$ cat config.mk
export PLATFORM = sky130hd
export DESIGN_NAME = axi_lite_uart_regs_flat
export DESIGN_NICKNAME = d
export VERILOG_FILES = /design/src/rtl/axi_lite_pkg.sv /design/src/rtl/axi_lite_if.sv /design/src/rtl/uart_tx_fifo.sv /design/src/rtl/axi_lite_uart_regs.sv /design/src/flat_wrapper.sv
export SDC_FILE = /design/constraint.sdc
export NUM_CORES = 1
export LEC_CHECK = 0
export CORE_UTILIZATION = 40
export CTS_BUF_LIST = sky130_fd_sc_hd__clkbuf_8
export CTS_CLUSTER_SIZE = 8
export DETAILED_ROUTE_END_ITERATION = 12
export GPL_TIMING_DRIVEN = 0
export PLACE_DENSITY = 0.74
export RECOVER_POWER = 50
export SLEW_MARGIN = 10
export SYNTH_ARGS = -nofsm -noshare
export SYNTH_HDL_FRONTEND = slang
export SYNTH_SLANG_ARGS = --single-unit
export TNS_END_PERCENT = 50
$ cat constraint.sdc
create_clock -name clk -period 5.1 [get_ports clk]
set_input_delay 1.275 -clock clk [delete_from_list [all_inputs] [get_ports clk]]
set_output_delay 1.275 -clock clk [all_outputs]
set_load 0.01 [all_outputs]
$ cat src/rtl/axi_lite_pkg.sv
// Shared AXI-lite types plus the UART register map and FSM state encodings.
package axi_lite_pkg;

    localparam int AXI_ADDR_W = 32;
    localparam int AXI_DATA_W = 32;

    typedef enum logic [1:0] {
        RESP_OKAY   = 2'b00,
        RESP_EXOKAY = 2'b01,
        RESP_SLVERR = 2'b10,
        RESP_DECERR = 2'b11
    } resp_t;

    typedef logic [AXI_DATA_W/8-1:0] strb_t;

    // Byte offsets within the 32-byte window; decode only looks at addr[4:2]
    localparam logic [4:0] UART_TXDATA = 5'h00;
    localparam logic [4:0] UART_RXDATA = 5'h04;
    localparam logic [4:0] UART_STATUS = 5'h08;
    localparam logic [4:0] UART_CTRL   = 5'h0C;

    localparam int ST_TX_FULL  = 0;
    localparam int ST_TX_EMPTY = 1;
    localparam int ST_RX_FULL  = 2;
    localparam int ST_OVERRUN  = 3;
    localparam int ST_TX_COUNT = 4;

    typedef enum logic [2:0] {
        WR_IDLE,
        WR_WAIT_W,
        WR_WAIT_AW,
        WR_EXEC,
        WR_RESP
    } wr_state_t;

    typedef enum logic {
        RD_IDLE,
        RD_RESP
    } rd_state_t;

endpackage

$ cat src/rtl/axi_lite_if.sv
// AXI-lite bus bundle with master and slave views.
interface axi_lite_if;
    import axi_lite_pkg::*;

    logic [AXI_ADDR_W-1:0] awaddr;
    logic                  awvalid;
    logic                  awready;
    logic [AXI_DATA_W-1:0] wdata;
    strb_t                 wstrb;
    logic                  wvalid;
    logic                  wready;
    resp_t                 bresp;
    logic                  bvalid;
    logic                  bready;
    logic [AXI_ADDR_W-1:0] araddr;
    logic                  arvalid;
    logic                  arready;
    logic [AXI_DATA_W-1:0] rdata;
    resp_t                 rresp;
    logic                  rvalid;
    logic                  rready;

    modport master (
        output awaddr, awvalid, wdata, wstrb, wvalid, bready, araddr, arvalid, rready,
        input  awready, wready, bresp, bvalid, arready, rdata, rresp, rvalid
    );

    modport slave (
        input  awaddr, awvalid, wdata, wstrb, wvalid, bready, araddr, arvalid, rready,
        output awready, wready, bresp, bvalid, arready, rdata, rresp, rvalid
    );

endinterface

$ cat src/rtl/uart_tx_fifo.sv
// Synchronous TX byte FIFO; pointers carry a wrap bit so count = wr - rd.
module uart_tx_fifo #(
    parameter int DEPTH = 4,
    parameter int WIDTH = 8
) (
    input  logic                     clk_i,
    input  logic                     rst_n_i,
    input  logic                     push_i,
    input  logic [WIDTH-1:0]         wdata_i,
    input  logic                     pop_i,
    output logic [WIDTH-1:0]         rdata_o,
    output logic                     full_o,
    output logic                     empty_o,
    output logic [$clog2(DEPTH):0]   count_o
);

    localparam int IDX_W = $clog2(DEPTH);
    localparam int CNT_W = IDX_W + 1;

    logic [WIDTH-1:0] mem_q [DEPTH];
    logic [CNT_W-1:0] wr_ptr_q;
    logic [CNT_W-1:0] rd_ptr_q;
    logic             do_push;
    logic             do_pop;

    assign count_o = wr_ptr_q - rd_ptr_q;
    assign full_o  = (count_o == CNT_W'(DEPTH));
    assign empty_o = (count_o == '0);
    assign do_push = push_i && !full_o;
    assign do_pop  = pop_i && !empty_o;
    assign rdata_o = mem_q[rd_ptr_q[IDX_W-1:0]];

    always_ff @(posedge clk_i or negedge rst_n_i) begin
        if (!rst_n_i) begin
            wr_ptr_q <= '0;
            rd_ptr_q <= '0;
        end else begin
            if (do_push) wr_ptr_q <= wr_ptr_q + 1'b1;
            if (do_pop)  rd_ptr_q <= rd_ptr_q + 1'b1;
        end
    end

    always_ff @(posedge clk_i) begin
        if (do_push) mem_q[wr_ptr_q[IDX_W-1:0]] <= wdata_i;
    end

endmodule

$ cat src/rtl/axi_lite_uart_regs.sv
// AXI-lite register front end for the UART core: TX FIFO, RX holding register, STATUS, CTRL.
//   write FSM state | meaning
//   WR_IDLE         | AW and W both ready, nothing captured
//   WR_WAIT_W       | address captured, waiting for write data
//   WR_WAIT_AW      | data captured, waiting for address
//   WR_EXEC         | apply the write, compute bresp
//   WR_RESP         | bvalid held until bready
//   read FSM state  | meaning
//   RD_IDLE         | arready high, read sampled on accept
//   RD_RESP         | rvalid held with stable rdata/rresp until rready
module axi_lite_uart_regs
    import axi_lite_pkg::*;
#(
    parameter int          TX_DEPTH    = 4,
    parameter logic [15:0] DEFAULT_DIV = 16'd434
) (
    input  logic        clk,
    input  logic        rst_n,
    axi_lite_if.slave   s_axi,
    output logic [7:0]  tx_data,
    output logic        tx_valid,
    input  logic        tx_ready,
    input  logic [7:0]  rx_data,
    input  logic        rx_valid,
    output logic [15:0] baud_div,
    output logic        irq
);

    localparam int CNT_W = $clog2(TX_DEPTH) + 1;

    wr_state_t   wr_state_q, wr_state_d;
    rd_state_t   rd_state_q, rd_state_d;
    logic        awready_q, wready_q, arready_q;
    logic [2:0]  awidx_q;
    logic [16:0] wdata_q;
    logic [2:0]  wstrb_q;
    resp_t       bresp_q, bresp_d;
    logic [31:0] rdata_q, rdata_d;
    resp_t       rresp_q, rresp_d;
    logic [16:0] ctrl_q, ctrl_d;
    logic [7:0]  rx_byte_q, rx_byte_d;
    logic        rx_full_q, rx_full_d;
    logic        overrun_q, overrun_d;
    logic        irq_q;

    logic             aw_hs, w_hs, ar_hs;
    logic [4:0]       aw_off, ar_off;
    logic             fifo_push, fifo_pop, fifo_full, fifo_empty;
    logic [CNT_W-1:0] fifo_count;
    logic             rx_pop, status_rd;
    logic [31:0]      status_word;
    logic             unused_bits;

    assign aw_hs  = s_axi.awvalid && awready_q;
    assign w_hs   = s_axi.wvalid && wready_q;
    assign ar_hs  = s_axi.arvalid && arready_q;
    assign aw_off = {awidx_q, 2'b00};
    assign ar_off = {s_axi.araddr[4:2], 2'b00};

    assign unused_bits = ^{s_axi.awaddr[AXI_ADDR_W-1:5], s_axi.awaddr[1:0],
                           s_axi.araddr[AXI_ADDR_W-1:5], s_axi.araddr[1:0],
                           s_axi.wdata[AXI_DATA_W-1:17], s_axi.wstrb[3]};

    uart_tx_fifo #(
        .DEPTH (TX_DEPTH),
        .WIDTH (8)
    ) u_tx_fifo (
        .clk_i   (clk),
        .rst_n_i (rst_n),
        .push_i  (fifo_push),
        .wdata_i (wdata_q[7:0]),
        .pop_i   (fifo_pop),
        .rdata_o (tx_data),
        .full_o  (fifo_full),
        .empty_o (fifo_empty),
        .count_o (fifo_count)
    );

    assign fifo_pop = tx_ready && !fifo_empty;
    assign tx_valid = !fifo_empty;
    assign baud_div = ctrl_q[15:0];
    assign irq      = irq_q;

    assign s_axi.awready = awready_q;
    assign s_axi.wready  = wready_q;
    assign s_axi.bvalid  = (wr_state_q == WR_RESP);
    assign s_axi.bresp   = bresp_q;
    assign s_axi.arready = arready_q;
    assign s_axi.rvalid  = (rd_state_q == RD_RESP);
    assign s_axi.rdata   = rdata_q;
    assign s_axi.rresp   = rresp_q;

    always_comb begin
        wr_state_d = wr_state_q;
        case (wr_state_q)
            WR_IDLE: begin
                if (aw_hs && w_hs) wr_state_d = WR_EXEC;
                else if (aw_hs)    wr_state_d = WR_WAIT_W;
                else if (w_hs)     wr_state_d = WR_WAIT_AW;
            end
            WR_WAIT_W:  if (w_hs)  wr_state_d = WR_EXEC;
            WR_WAIT_AW: if (aw_hs) wr_state_d = WR_EXEC;
            WR_EXEC:    wr_state_d = WR_RESP;
            WR_RESP:    if (s_axi.bready) wr_state_d = WR_IDLE;
            default:    wr_state_d = WR_IDLE;
        endcase
    end

    // Full check uses the registered count, so a same-cycle TX pop never makes room
    always_comb begin
        ctrl_d    = ctrl_q;
        bresp_d   = bresp_q;
        fifo_push = 1'b0;
        if (wr_state_q == WR_EXEC) begin
            bresp_d = RESP_OKAY;
            case (aw_off)
                UART_TXDATA: begin
                    if (wstrb_q[0]) begin
                        if (fifo_full) bresp_d   = RESP_SLVERR;
                        else           fifo_push = 1'b1;
                    end
                end
                UART_CTRL: begin
                    if (wstrb_q[0]) ctrl_d[7:0]  = wdata_q[7:0];
                    if (wstrb_q[1]) ctrl_d[15:8] = wdata_q[15:8];
                    if (wstrb_q[2]) ctrl_d[16]   = wdata_q[16];
                end
                default: bresp_d = RESP_SLVERR;
            endcase
        end
    end

    always_comb begin
        status_word                     = '0;
        status_word[ST_TX_FULL]         = fifo_full;
        status_word[ST_TX_EMPTY]        = fifo_empty;
        status_word[ST_RX_FULL]         = rx_full_q;
        status_word[ST_OVERRUN]         = overrun_q;
        status_word[ST_TX_COUNT +: 4]   = 4'(fifo_count);
    end

    always_comb begin
        rd_state_d = rd_state_q;
        rdata_d    = rdata_q;
        rresp_d    = rresp_q;
        rx_pop     = 1'b0;
        status_rd  = 1'b0;
        case (rd_state_q)
            RD_IDLE: begin
                if (ar_hs) begin
                    rd_state_d = RD_RESP;
                    rdata_d    = '0;
                    rresp_d    = RESP_OKAY;
                    case (ar_off)
                        UART_RXDATA: begin
                            if (rx_full_q) begin
                                rdata_d = {24'b0, rx_byte_q};
                                rx_pop  = 1'b1;
                            end
                        end
                        UART_STATUS: begin
                            rdata_d   = status_word;
                            status_rd = 1'b1;
                        end
                        UART_CTRL: rdata_d = {15'b0, ctrl_q};
                        default:   rresp_d = RESP_SLVERR;
                    endcase
                end
            end
            RD_RESP: if (s_axi.rready) rd_state_d = RD_IDLE;
            default: rd_state_d = RD_IDLE;
        endcase
    end

    // A fresh overrun in the same cycle as a STATUS read wins over the clear
    always_comb begin
        rx_byte_d = rx_byte_q;
        rx_full_d = rx_full_q;
        overrun_d = overrun_q;
        if (status_rd) overrun_d = 1'b0;
        if (rx_valid) begin
            if (!rx_full_q || rx_pop) begin
                rx_byte_d = rx_data;
                rx_full_d = 1'b1;
            end else begin
                overrun_d = 1'b1;
            end
        end else if (rx_pop) begin
            rx_full_d = 1'b0;
        end
    end

    always_ff @(posedge clk or negedge rst_n) begin
        if (!rst_n) begin
            wr_state_q <= WR_IDLE;
            rd_state_q <= RD_IDLE;
            awready_q  <= 1'b0;
            wready_q   <= 1'b0;
            arready_q  <= 1'b0;
            awidx_q    <= '0;
            wdata_q    <= '0;
            wstrb_q    <= '0;
            bresp_q    <= RESP_OKAY;
            rdata_q    <= '0;
            rresp_q    <= RESP_OKAY;
            ctrl_q     <= {1'b0, DEFAULT_DIV};
            rx_byte_q  <= '0;
            rx_full_q  <= 1'b0;
            overrun_q  <= 1'b0;
            irq_q      <= 1'b0;
        end else begin
            wr_state_q <= wr_state_d;
            rd_state_q <= rd_state_d;
            awready_q  <= (wr_state_d == WR_IDLE) || (wr_state_d == WR_WAIT_AW);
            wready_q   <= (wr_state_d == WR_IDLE) || (wr_state_d == WR_WAIT_W);
            arready_q  <= (rd_state_d == RD_IDLE);
            if (aw_hs) awidx_q <= s_axi.awaddr[4:2];
            if (w_hs) begin
                wdata_q <= s_axi.wdata[16:0];
                wstrb_q <= s_axi.wstrb[2:0];
            end
            bresp_q    <= bresp_d;
            rdata_q    <= rdata_d;
            rresp_q    <= rresp_d;
            ctrl_q     <= ctrl_d;
            rx_byte_q  <= rx_byte_d;
            rx_full_q  <= rx_full_d;
            overrun_q  <= overrun_d;
            irq_q      <= ctrl_q[16] && rx_full_q;
        end
    end

endmodule

$ cat src/flat_wrapper.sv
// flat-port wrapper written by rule: the top's interface ports become plain ports
module axi_lite_uart_regs_flat import axi_lite_pkg::*;
#(
    parameter int          TX_DEPTH    = 4,
    parameter logic [15:0] DEFAULT_DIV = 16'd434
)
  (clk, rst_n, tx_data, tx_valid, tx_ready, rx_data, rx_valid, baud_div, irq, s_axi_awaddr, s_axi_awvalid, s_axi_wdata, s_axi_wstrb, s_axi_wvalid, s_axi_bready, s_axi_araddr, s_axi_arvalid, s_axi_rready, s_axi_awready, s_axi_wready, s_axi_bresp, s_axi_bvalid, s_axi_arready, s_axi_rdata, s_axi_rresp, s_axi_rvalid);
  axi_lite_if s_axi_i ();
  input  logic clk;
  input  logic rst_n;
  output logic [7:0] tx_data;
  output logic tx_valid;
  input  logic tx_ready;
  input  logic [7:0] rx_data;
  input  logic rx_valid;
  output logic [15:0] baud_div;
  output logic irq;
  input wire logic [$bits(s_axi_i.awaddr)-1:0] s_axi_awaddr;
  input wire logic [$bits(s_axi_i.awvalid)-1:0] s_axi_awvalid;
  input wire logic [$bits(s_axi_i.wdata)-1:0] s_axi_wdata;
  input wire logic [$bits(s_axi_i.wstrb)-1:0] s_axi_wstrb;
  input wire logic [$bits(s_axi_i.wvalid)-1:0] s_axi_wvalid;
  input wire logic [$bits(s_axi_i.bready)-1:0] s_axi_bready;
  input wire logic [$bits(s_axi_i.araddr)-1:0] s_axi_araddr;
  input wire logic [$bits(s_axi_i.arvalid)-1:0] s_axi_arvalid;
  input wire logic [$bits(s_axi_i.rready)-1:0] s_axi_rready;
  output wire logic [$bits(s_axi_i.awready)-1:0] s_axi_awready;
  output wire logic [$bits(s_axi_i.wready)-1:0] s_axi_wready;
  output wire logic [$bits(s_axi_i.bresp)-1:0] s_axi_bresp;
  output wire logic [$bits(s_axi_i.bvalid)-1:0] s_axi_bvalid;
  output wire logic [$bits(s_axi_i.arready)-1:0] s_axi_arready;
  output wire logic [$bits(s_axi_i.rdata)-1:0] s_axi_rdata;
  output wire logic [$bits(s_axi_i.rresp)-1:0] s_axi_rresp;
  output wire logic [$bits(s_axi_i.rvalid)-1:0] s_axi_rvalid;
  assign s_axi_i.awaddr = s_axi_awaddr;
  assign s_axi_i.awvalid = s_axi_awvalid;
  assign s_axi_i.wdata = s_axi_wdata;
  assign s_axi_i.wstrb = s_axi_wstrb;
  assign s_axi_i.wvalid = s_axi_wvalid;
  assign s_axi_i.bready = s_axi_bready;
  assign s_axi_i.araddr = s_axi_araddr;
  assign s_axi_i.arvalid = s_axi_arvalid;
  assign s_axi_i.rready = s_axi_rready;
  assign s_axi_awready = s_axi_i.awready;
  assign s_axi_wready = s_axi_i.wready;
  assign s_axi_bresp = s_axi_i.bresp;
  assign s_axi_bvalid = s_axi_i.bvalid;
  assign s_axi_arready = s_axi_i.arready;
  assign s_axi_rdata = s_axi_i.rdata;
  assign s_axi_rresp = s_axi_i.rresp;
  assign s_axi_rvalid = s_axi_i.rvalid;
  axi_lite_uart_regs #(.TX_DEPTH(TX_DEPTH), .DEFAULT_DIV(DEFAULT_DIV)) u_core (.clk(clk), .rst_n(rst_n), .s_axi(s_axi_i), .tx_data(tx_data), .tx_valid(tx_valid), .tx_ready(tx_ready), .rx_data(rx_data), .rx_valid(rx_valid), .baud_div(baud_div), .irq(irq));
endmodule
==> flow_summary.toml, run 1 <==
[route]
drc = 0
ant_nets = 0
drtPass1Iterations = 5
drt_iter0_markers = 136
finalWirelength_um = 10900
wl_per_cell_um = 16.2
via_per_inst = 4.87
vias = 3280

[die]
die_h_um = 115
die-area_um2 = 13200
pin_count = 184
initial_utilization_pct = 41.8
rows = 40
core_area_um2 = 12200
die_x_um = 115

[synthesis]
ys_seq_elements = 115
synth.most_common_cell = "dfrtp_1"
syn_area_um2 = 5100
yosysWarnings = 0
synth_top_area_share_pct = 38.2
synth_area_leaders = "dfrtp_1 (38%), edfxtp_1 (19%), mux2_2 (9.9%)"
syn_inst = 366
yosysSeqAreaShare_pct = 59.6
ys_top_cells_by_count = "dfrtp_1 (78), mux2_2 (45), buf_4 (33)"
async_flop_share_pct = 72.2
synth_edf_count = 32
avgSynthCellArea_um2 = 13.9
synth_cell_type_count = 52
synth_top_area_cell = "dfrtp_1"
synth-main-ff-cell = "dfrtp_1"

[timing]
rsz0062_at_grt = "false"
min_period_ns = 3.92
worst_slew_pin_slew_ns = 1.39
min_period_over_period_pct = 76.8
clock_skew_ns = 0.00835
slew_headroom_pct = 7.02
hold_viol_final = 0
setup_violations = 0
holdWs_ns = 0.477
drv_slew = 0
fin_setup_tns_ns = 0
fmax_mhz = 255

[power_and_ir_drop]
ir_drop_mv = 0.277
power_mw = 3.66
p_per_area_nw_per_um2 = 538
leakage_nw = 2.81

[cts]
numCtsBuffers = 17
clkTransAtPathRegs_ns = 0.07
root_buffer = "clkbuf_8"
h-tree-depth = 4
postCtsHoldBufs = 0
clkLatencyLatePin_ns = 0.43
clkSinkCount = 115
ctsResizeCount = 0
tritoncts = "yes"
clockBufferDepth = 2
postCtsSetupBuffers = 0

[global_routing]
grt_pass1_wl_um = 17700
grtUsageMet1_pct = 21.8
grt_overflow = 0
use_met3_pct = 6.64
grt_max_degree = 62
grt_pass1_vias = 3469
antenna_found_initial = 0
use_met2_pct = 29.3
grt_busiest_layer = "met2"
track_usage_pct = 18.1

[worst_setup_path]
crit_top_cell = "inv_1"
setup.worst_path.class = "reg2out"
critPathArrivalTime_ns = 2.64
cp_num_buf_inv = 3
start_kind = "register"
critPathTopFamily = "buffers and inverters"
crit_required_ns = 3.83
path_max_fanout = 8
cpPeakStageDelay_ns = 0.48
slowest_stage = "clkdlybuf4s50_1"
crit_chain = "inv_1 -> ha_1 -> fa_1 -> xor3_2 -> nor2_1 -> inv_1 -> clkdlybuf4s50_1"
critPathCaptureType = "output pin"

[place]
gp_congestion = 0.778
dpl-instance-area_um2 = 6310
post-dp-hpwl_um = 7830
numPortBuffers = 91

[final_layout]
nFillCells = 1041
drive_gt1_share_pct = 27.5
seq_area_um2 = 3040
fin_nets = 617
utilization_pct = 55.7
syn2layout_area_growth_pct = 33.2
num_antenna_cells = 0
multi_input_area_um2 = 1790
design_area_um2 = 6800

[flow_run]
drv_cap = 0

[worst_hold_path]
hold_class = "reg2reg"

[run_status]
status = "finished clean"
[logic make-up (layout without fill, tap and decap cells)]
logic type | after synthesis | after routing | synth area share, %
flip-flops | 115 | 115 | 59.6
multiplexers | 54 | 54 | 13.7
AND/OR/NAND/NOR | 75 | 75 | 8.43
buffers and inverters | 55 | 179 | 6.57
XOR/XNOR | 6 | 6 | 1.35
adder cells (fa/ha/maj) | 7 | 7 | 1.86
AO/OA/AOI/OAI | 53 | 53 | 8.33
other | 1 | 17 | 0.0735
[placed cells by master (no fill, tap or decap), drive strengths merged, types with 8 or more instances in the layout]
master	instances
nand2	22
buf	41
edfxtp	32
clkdlybuf4s50	87
clkbuf	28
dfrtp	78
mux4	8
conb	17
o21ai	9
nand2b	13
o211ai	16
nor2	9
mux2	46
a22o	10
and2	8
[registers in the layout, indices dropped and copies added, names as in the netlist]
signal	cells
u_core.awidx_q	3
u_core.ctrl_q	17
u_core.irq	1
u_core.overrun_q	1
u_core.rx_byte_q	8
u_core.rx_full_q	1
u_core.s_axi.arready	1
u_core.s_axi.awready	1
u_core.s_axi.bresp	1
u_core.s_axi.rdata	17
u_core.s_axi.rresp	1
u_core.s_axi.rvalid	1
u_core.s_axi.wready	1
u_core.u_tx_fifo.mem_q	32
u_core.u_tx_fifo.rd_ptr_q	3
u_core.u_tx_fifo.wr_ptr_q	3
u_core.wdata_q	17
u_core.wr_state_q	3
u_core.wstrb_q	3
[per-stage QoR]
step	setup slack, ns	instances
3_3_place_gp	-0.191	641
4_1_cts	1.15	674
5_1_grt	1.01	674
2_1_floorplan	2.26	382
3_5_place_dp	1.62	642
6_report	1.18	674
[final timing paths]
| check | from | endpoint | slack [ns] | cells past startpoint |
|---|---|---|---|---|
| max in group asynchronous | rst_n | u_core.ctrl_q[4] | 2.97 | 2 |
| worst min-delay path | u_core.u_tx_fifo.wr_ptr_q[2] | u_core.u_tx_fifo.wr_ptr_q[2] | 0.48 | 1 |
| worst max register to register | u_core.u_tx_fifo.wr_ptr_q[0] | u_core.u_tx_fifo.mem_q[0][2] | 2.63 | 6 |
| worst max-delay path | u_core.u_tx_fifo.wr_ptr_q[0] | tx_valid | 1.18 | 7 |
| worst min register to register | u_core.u_tx_fifo.wr_ptr_q[2] | u_core.u_tx_fifo.wr_ptr_q[2] | 0.48 | 1 |
| min in group asynchronous | rst_n | u_core.wdata_q[16] | 1.15 | 1 |
[power breakdown]
group / leakage (nW) / total [mW] / internal [mW] / switching (mW)
Sequential: 1.29 / 1.44 / 1.23 / 0.213
Clock: 0.240 / 1.03 / 0.656 / 0.375
Combinational: 1.28 / 1.19 / 0.673 / 0.513
[per-layer routing]
layer	vias to the layer above	share of wire, %	wire length (um)
met3	18	6.7	735
met2	105	48	5270
met5	-	0	0
met4	0	2.0	218
li1	1535	-	-
met1	1622	43	4670
[layout make-up]
| type | count | share of cell area [%] |
|---|---|---|
| timing repair buffer | 92 | 13.7 |
| multi-input combinational | 212 | 26.3 |
| tap | 168 | 3.09 |
| sequential | 115 | 44.8 |
| buffer | 48 | 4.55 |
| inverter | 7 | 0.386 |
| clock buffer | 19 | 3.85 |
| clock inverter | 13 | 3.39 |
No activity file was read; power rests on OpenSTA's default activity.
==> inputs of run 2 (changes only) <==
- PLACE_DENSITY: 0.74 -> 0.77
- clock period: 5.1 -> 3.3 ns (I/O delays scaled with it)
==> flow_summary.toml, run 2 (synthesis gave the netlist of run 1 again) <==
[worst_hold_path]
holdPathStages = 1
hold_class = "reg2reg"

[place]
post-dp-hpwl_um = 7980
gp_congestion = 0.750
dp_cells = 642
numPortBuffers = 91
place_ws_ns = 0.214

[final_layout]
drive_gt1_share_pct = 27.4
final_common_cell = "clkdlybuf4s50_1"
syn2layout_area_growth_pct = 30.4
fin_nets = 618
nFillCells = 1062
final_cell_mix = "clkdlybuf4s50_1 (86), dfrtp_1 (78), mux2_2 (45)"
largest_reg_flops = 32
stdcell_count = 675
num_antenna_cells = 0
utilization_pct = 54.5

[power_and_ir_drop]
combPwrFrac_pct = 35.7
p_int_mw = 3.55
p_sw_share_pct = 32.9
leakage_nw = 2.74
switchingPower_mw = 1.74
power_mw = 5.29
ir_drop_mv = 0.388
p_per_area_nw_per_um2 = 795
pwr-share-clk_pct = 22.1
p_seq_share_pct = 42.2

[worst_setup_path]
path_depth = 7
critPathArrivalTime_ns = 2.35
setup.worst_path.class = "reg2out"
critPathTopFamily = "adder cells"
cpPeakStageDelay_ns = 0.58
r2r_cells = 7
crit_required_ns = 2.47
critPathCaptureType = "output pin"
slowest_stage = "fa_2"
cp_num_buf_inv = 3
start_kind = "register"
crit_top_cell = "inv_1"
path_max_fanout = 4
crit_chain = "inv_1 -> ha_1 -> fa_2 -> nand2_1 -> nor2_4 -> inv_1 -> dlygate4sd2_1"

[die]
die-area_um2 = 13200
core_area_um2 = 12200
die_x_um = 115
rows = 40
initial_utilization_pct = 41.8
pin_count = 184
die_h_um = 115

[cts]
clkTransAtPathRegs_ns = 0.07
postCtsHoldBufs = 0
h-tree-depth = 4
tritoncts = "yes"
root_buffer = "clkbuf_8"
numCtsBuffers = 17
clockBufferDepth = 2
clkLatencyLatePin_ns = 0.42
clkSinkCount = 115

[route]
via_per_inst = 4.84
drc = 0
wl_per_cell_um = 16.3
ant_nets = 0
drt_iter0_markers = 121
finalWirelength_um = 11000
drtPass1Iterations = 4
vias = 3269

[timing]
worst_slack_ns = 0.127
holdWs_ns = 0.491
hold_viol_final = 0
clock_skew_ns = 0.0111
min_period_ns = 3.17
slew_headroom_pct = -1.24
min_period_over_period_pct = 96.1
fmax_mhz = 315
setup_violations = 0
rsz0062_at_grt = "false"
drv_slew = 62
worst_slew_pin_slew_ns = 1.52

[global_routing]
track_usage_pct = 17.8
grt_pass1_wl_um = 17500
antenna_found_initial = 0
grt_pass1_vias = 3345
grt_max_degree = 62
grt_overflow = 0

[flow_run]
drv_cap = 1

[run_status]
status = "finished, violations left"
violations = "capacitance limit, slew limit"
run 2: per-stage QoR:
step	TNS, ns	cell area (um2)
2_1_floorplan	0	5160
3_3_place_gp	-113.51	6290
3_5_place_dp	0	6310
4_1_cts	0	6680
5_1_grt	0	6660
6_report	0	6660
run 2: final timing paths:
path	from	to	slack [ns]
min in group asynchronous	rst_n	u_core.ctrl_q[15]	0.65
min reg2reg	u_core.s_axi.rresp[1]	u_core.s_axi.rresp[1]	0.49
min	u_core.s_axi.rresp[1]	u_core.s_axi.rresp[1]	0.49
max	u_core.u_tx_fifo.wr_ptr_q[0]	tx_valid	0.13
max reg2reg	u_core.u_tx_fifo.wr_ptr_q[0]	u_core.u_tx_fifo.mem_q[0][0]	0.75
max in group asynchronous	rst_n	u_core.s_axi.rdata[7]	0.52
run 2: power groups by stage:
stage	Clock [mW]	Combinational [mW]	Sequential [mW]
final	1.17	1.89	2.23
after global routing	1.25	2.05	2.28
after CTS	1.19	1.90	2.23
after detailed placement	0	1.86	2.26
after global placement	0	1.79	2.22
after floorplan	0	1.11	2.17
run 2: layer usage:
layer  global-route usage (%)  part of all wire, %  vias up
met4                     5.89                  1.4        0
li1                         -                    -     1531
met2                     29.9                   50      114
met5                        0                    0        -
met3                     6.33                  6.7       16
met1                     21.4                   42     1608
run 2: final cells by class:
| type | instances | area (um2) | area share, % |
|---|---|---|---|
| flip-flops and latches | 115 | 3040 | 45.7 |
| multi-input cells | 212 | 1800 | 27.0 |
| repair buffers | 93 | 916 | 13.8 |
| plain buffers | 48 | 309 | 4.64 |
| clock buffers | 17 | 234 | 3.52 |
| well taps | 168 | 210 | 3.16 |
| clock inverters | 15 | 120 | 1.80 |
| inverters | 7 | 26.3 | 0.395 |
run 2: timing repair:
action | 4_1_cts | 5_1_grt
buffers inserted | 1 | 0
endpoints found under the setup margin | 1 | 1
resized for setup | 3 | 1
pin swaps | 1 | 1
hold endpoints to repair | 0 | 0
==> inputs of run 3 (changes only) <==
- SKIP_CTS_REPAIR_TIMING: unset -> 1
==> flow_summary.toml, run 3 (synthesis gave the netlist of run 1 again) <==
[run_status]
status = "finished, violations left"
violations = "capacitance limit, slew limit"

[timing]
min_period_over_period_pct = 96.4
rsz0062_at_grt = "false"
fmax_mhz = 314
setup_violations = 0
slew_headroom_pct = -1.83
worst_slack_ns = 0.119
holdWs_ns = 0.491
min_period_ns = 3.18
drv_slew = 62
clock_skew_ns = 0.0103
worst_slew_pin_slew_ns = 1.53
hold_viol_final = 0

[cts]
clockBufferDepth = 2
clkLatencyLatePin_ns = 0.42
clkSinkCount = 115
tritoncts = "yes"
numCtsBuffers = 17
clkTransAtPathRegs_ns = 0.07
root_buffer = "clkbuf_8"
h-tree-depth = 4

[die]
initial_utilization_pct = 41.8
core_area_um2 = 12200
pin_count = 184
rows = 40
die-area_um2 = 13200
die_h_um = 115
die_x_um = 115

[route]
drc = 0
wl_met3_um = 684
drt_iter0_markers = 125
wl_met2_um = 5520
ant_nets = 0
via_per_inst = 4.82
drtPass1Iterations = 4
top_layer_used = "met4"
vias = 3256
wl_per_cell_um = 16.3
finalWirelength_um = 11000
wl_met1_um = 4630

[power_and_ir_drop]
p_per_area_nw_per_um2 = 798
p_int_mw = 3.56
p_seq_share_pct = 42.0
pwr-share-clk_pct = 22.1
switchingPower_mw = 1.75
ir_drop_mv = 0.388
p_sw_share_pct = 33.0
leakage_nw = 2.75
combPwrFrac_pct = 36.0

[global_routing]
grt_max_degree = 62
grt_overflow = 0
antenna_found_initial = 0
track_usage_pct = 17.7
grt_pass1_wl_um = 17400
grt_pass1_vias = 3341

[flow_run]
drv_cap = 1

[place]
post-dp-hpwl_um = 7980
place_ws_ns = 0.214
numPortBuffers = 91
dpl-instance-area_um2 = 6310
gp_congestion = 0.750

[worst_setup_path]
slowest_stage = "xor3_2"
r2r_start = "u_core.u_tx_fifo.wr_ptr_q[0]"
crit_chain = "inv_1 -> ha_1 -> fa_2 -> xor3_2 -> nor2_4 -> inv_1 -> dlymetal6s2s_1"
cpPeakStageDelay_ns = 0.47
start_kind = "register"
critPathCaptureType = "output pin"
critPathTopFamily = "adder cells"
cp_num_buf_inv = 3
crit_start = "u_core.u_tx_fifo.wr_ptr_q[0]"
critPathArrivalTime_ns = 2.36
crit_required_ns = 2.47
crit_top_cell = "inv_1"
setup.worst_path.class = "reg2out"
path_max_fanout = 5

[final_layout]
final_common_cell = "clkdlybuf4s50_1"
design_area_um2 = 6660
fin_nets = 618
largest_reg_flops = 32
syn2layout_area_growth_pct = 30.5
drive_gt1_share_pct = 27.6
nFillCells = 1062
final_cell_mix = "clkdlybuf4s50_1 (86), dfrtp_1 (78), mux2_2 (45)"
utilization_pct = 54.5
num_antenna_cells = 0

[worst_hold_path]
worstHoldStart = "u_core.s_axi.rresp[1]"
hold_class = "reg2reg"
==> run 3: cell type report <==
| cell class | count | area (um2) | area share [%] |
|---|---|---|---|
| plain buffers | 48 | 309 | 4.64 |
| clock buffers | 17 | 234 | 3.51 |
| clock inverters | 15 | 120 | 1.80 |
| inverters | 7 | 26.3 | 0.394 |
| multi-input cells | 212 | 1800 | 27.0 |
| flip-flops and latches | 115 | 3040 | 45.7 |
| well taps | 168 | 210 | 3.16 |
| repair buffers | 93 | 920 | 13.8 |
==> run 3: final timing paths <==
path	depth (start not counted)	to	slack [ns]
worst max-delay path	7	tx_valid	0.12
worst min-delay path	1	u_core.s_axi.rresp[1]	0.49
worst max register to register	7	u_core.u_tx_fifo.mem_q[0][0]	0.54
worst min register to register	1	u_core.s_axi.rresp[1]	0.49
max in group asynchronous	2	u_core.s_axi.rdata[7]	0.52
min in group asynchronous	1	u_core.ctrl_q[15]	0.65
==> run 3: per-stage QoR <==
stage	cells	setup TNS, ns	power [mW]
after floorplan	382	0	3.28
after global placement	641	-113.51	4.00
after detailed placement	642	0	4.12
after CTS	674	-0.243	5.29
after global routing	675	0	5.60
final	675	0	5.32
==> run 3: power by group through the flow <==
stage	Sequential (mW)	Clock (mW)	Combinational, mW
5_1_grt	2.28	1.25	2.07
2_1_floorplan	2.17	0	1.11
4_1_cts	2.23	1.19	1.87
3_5_place_dp	2.26	0	1.86
3_3_place_gp	2.22	0	1.79
6_report	2.23	1.17	1.91
==> run 3: metal layers <==
layer / track usage, % / vias to the layer above
met5: 0 / -
met2: 29.6 / 107
met1: 21.4 / 1605
li1: - / 1530
met3: 6.33 / 14
met4: 5.89 / 0
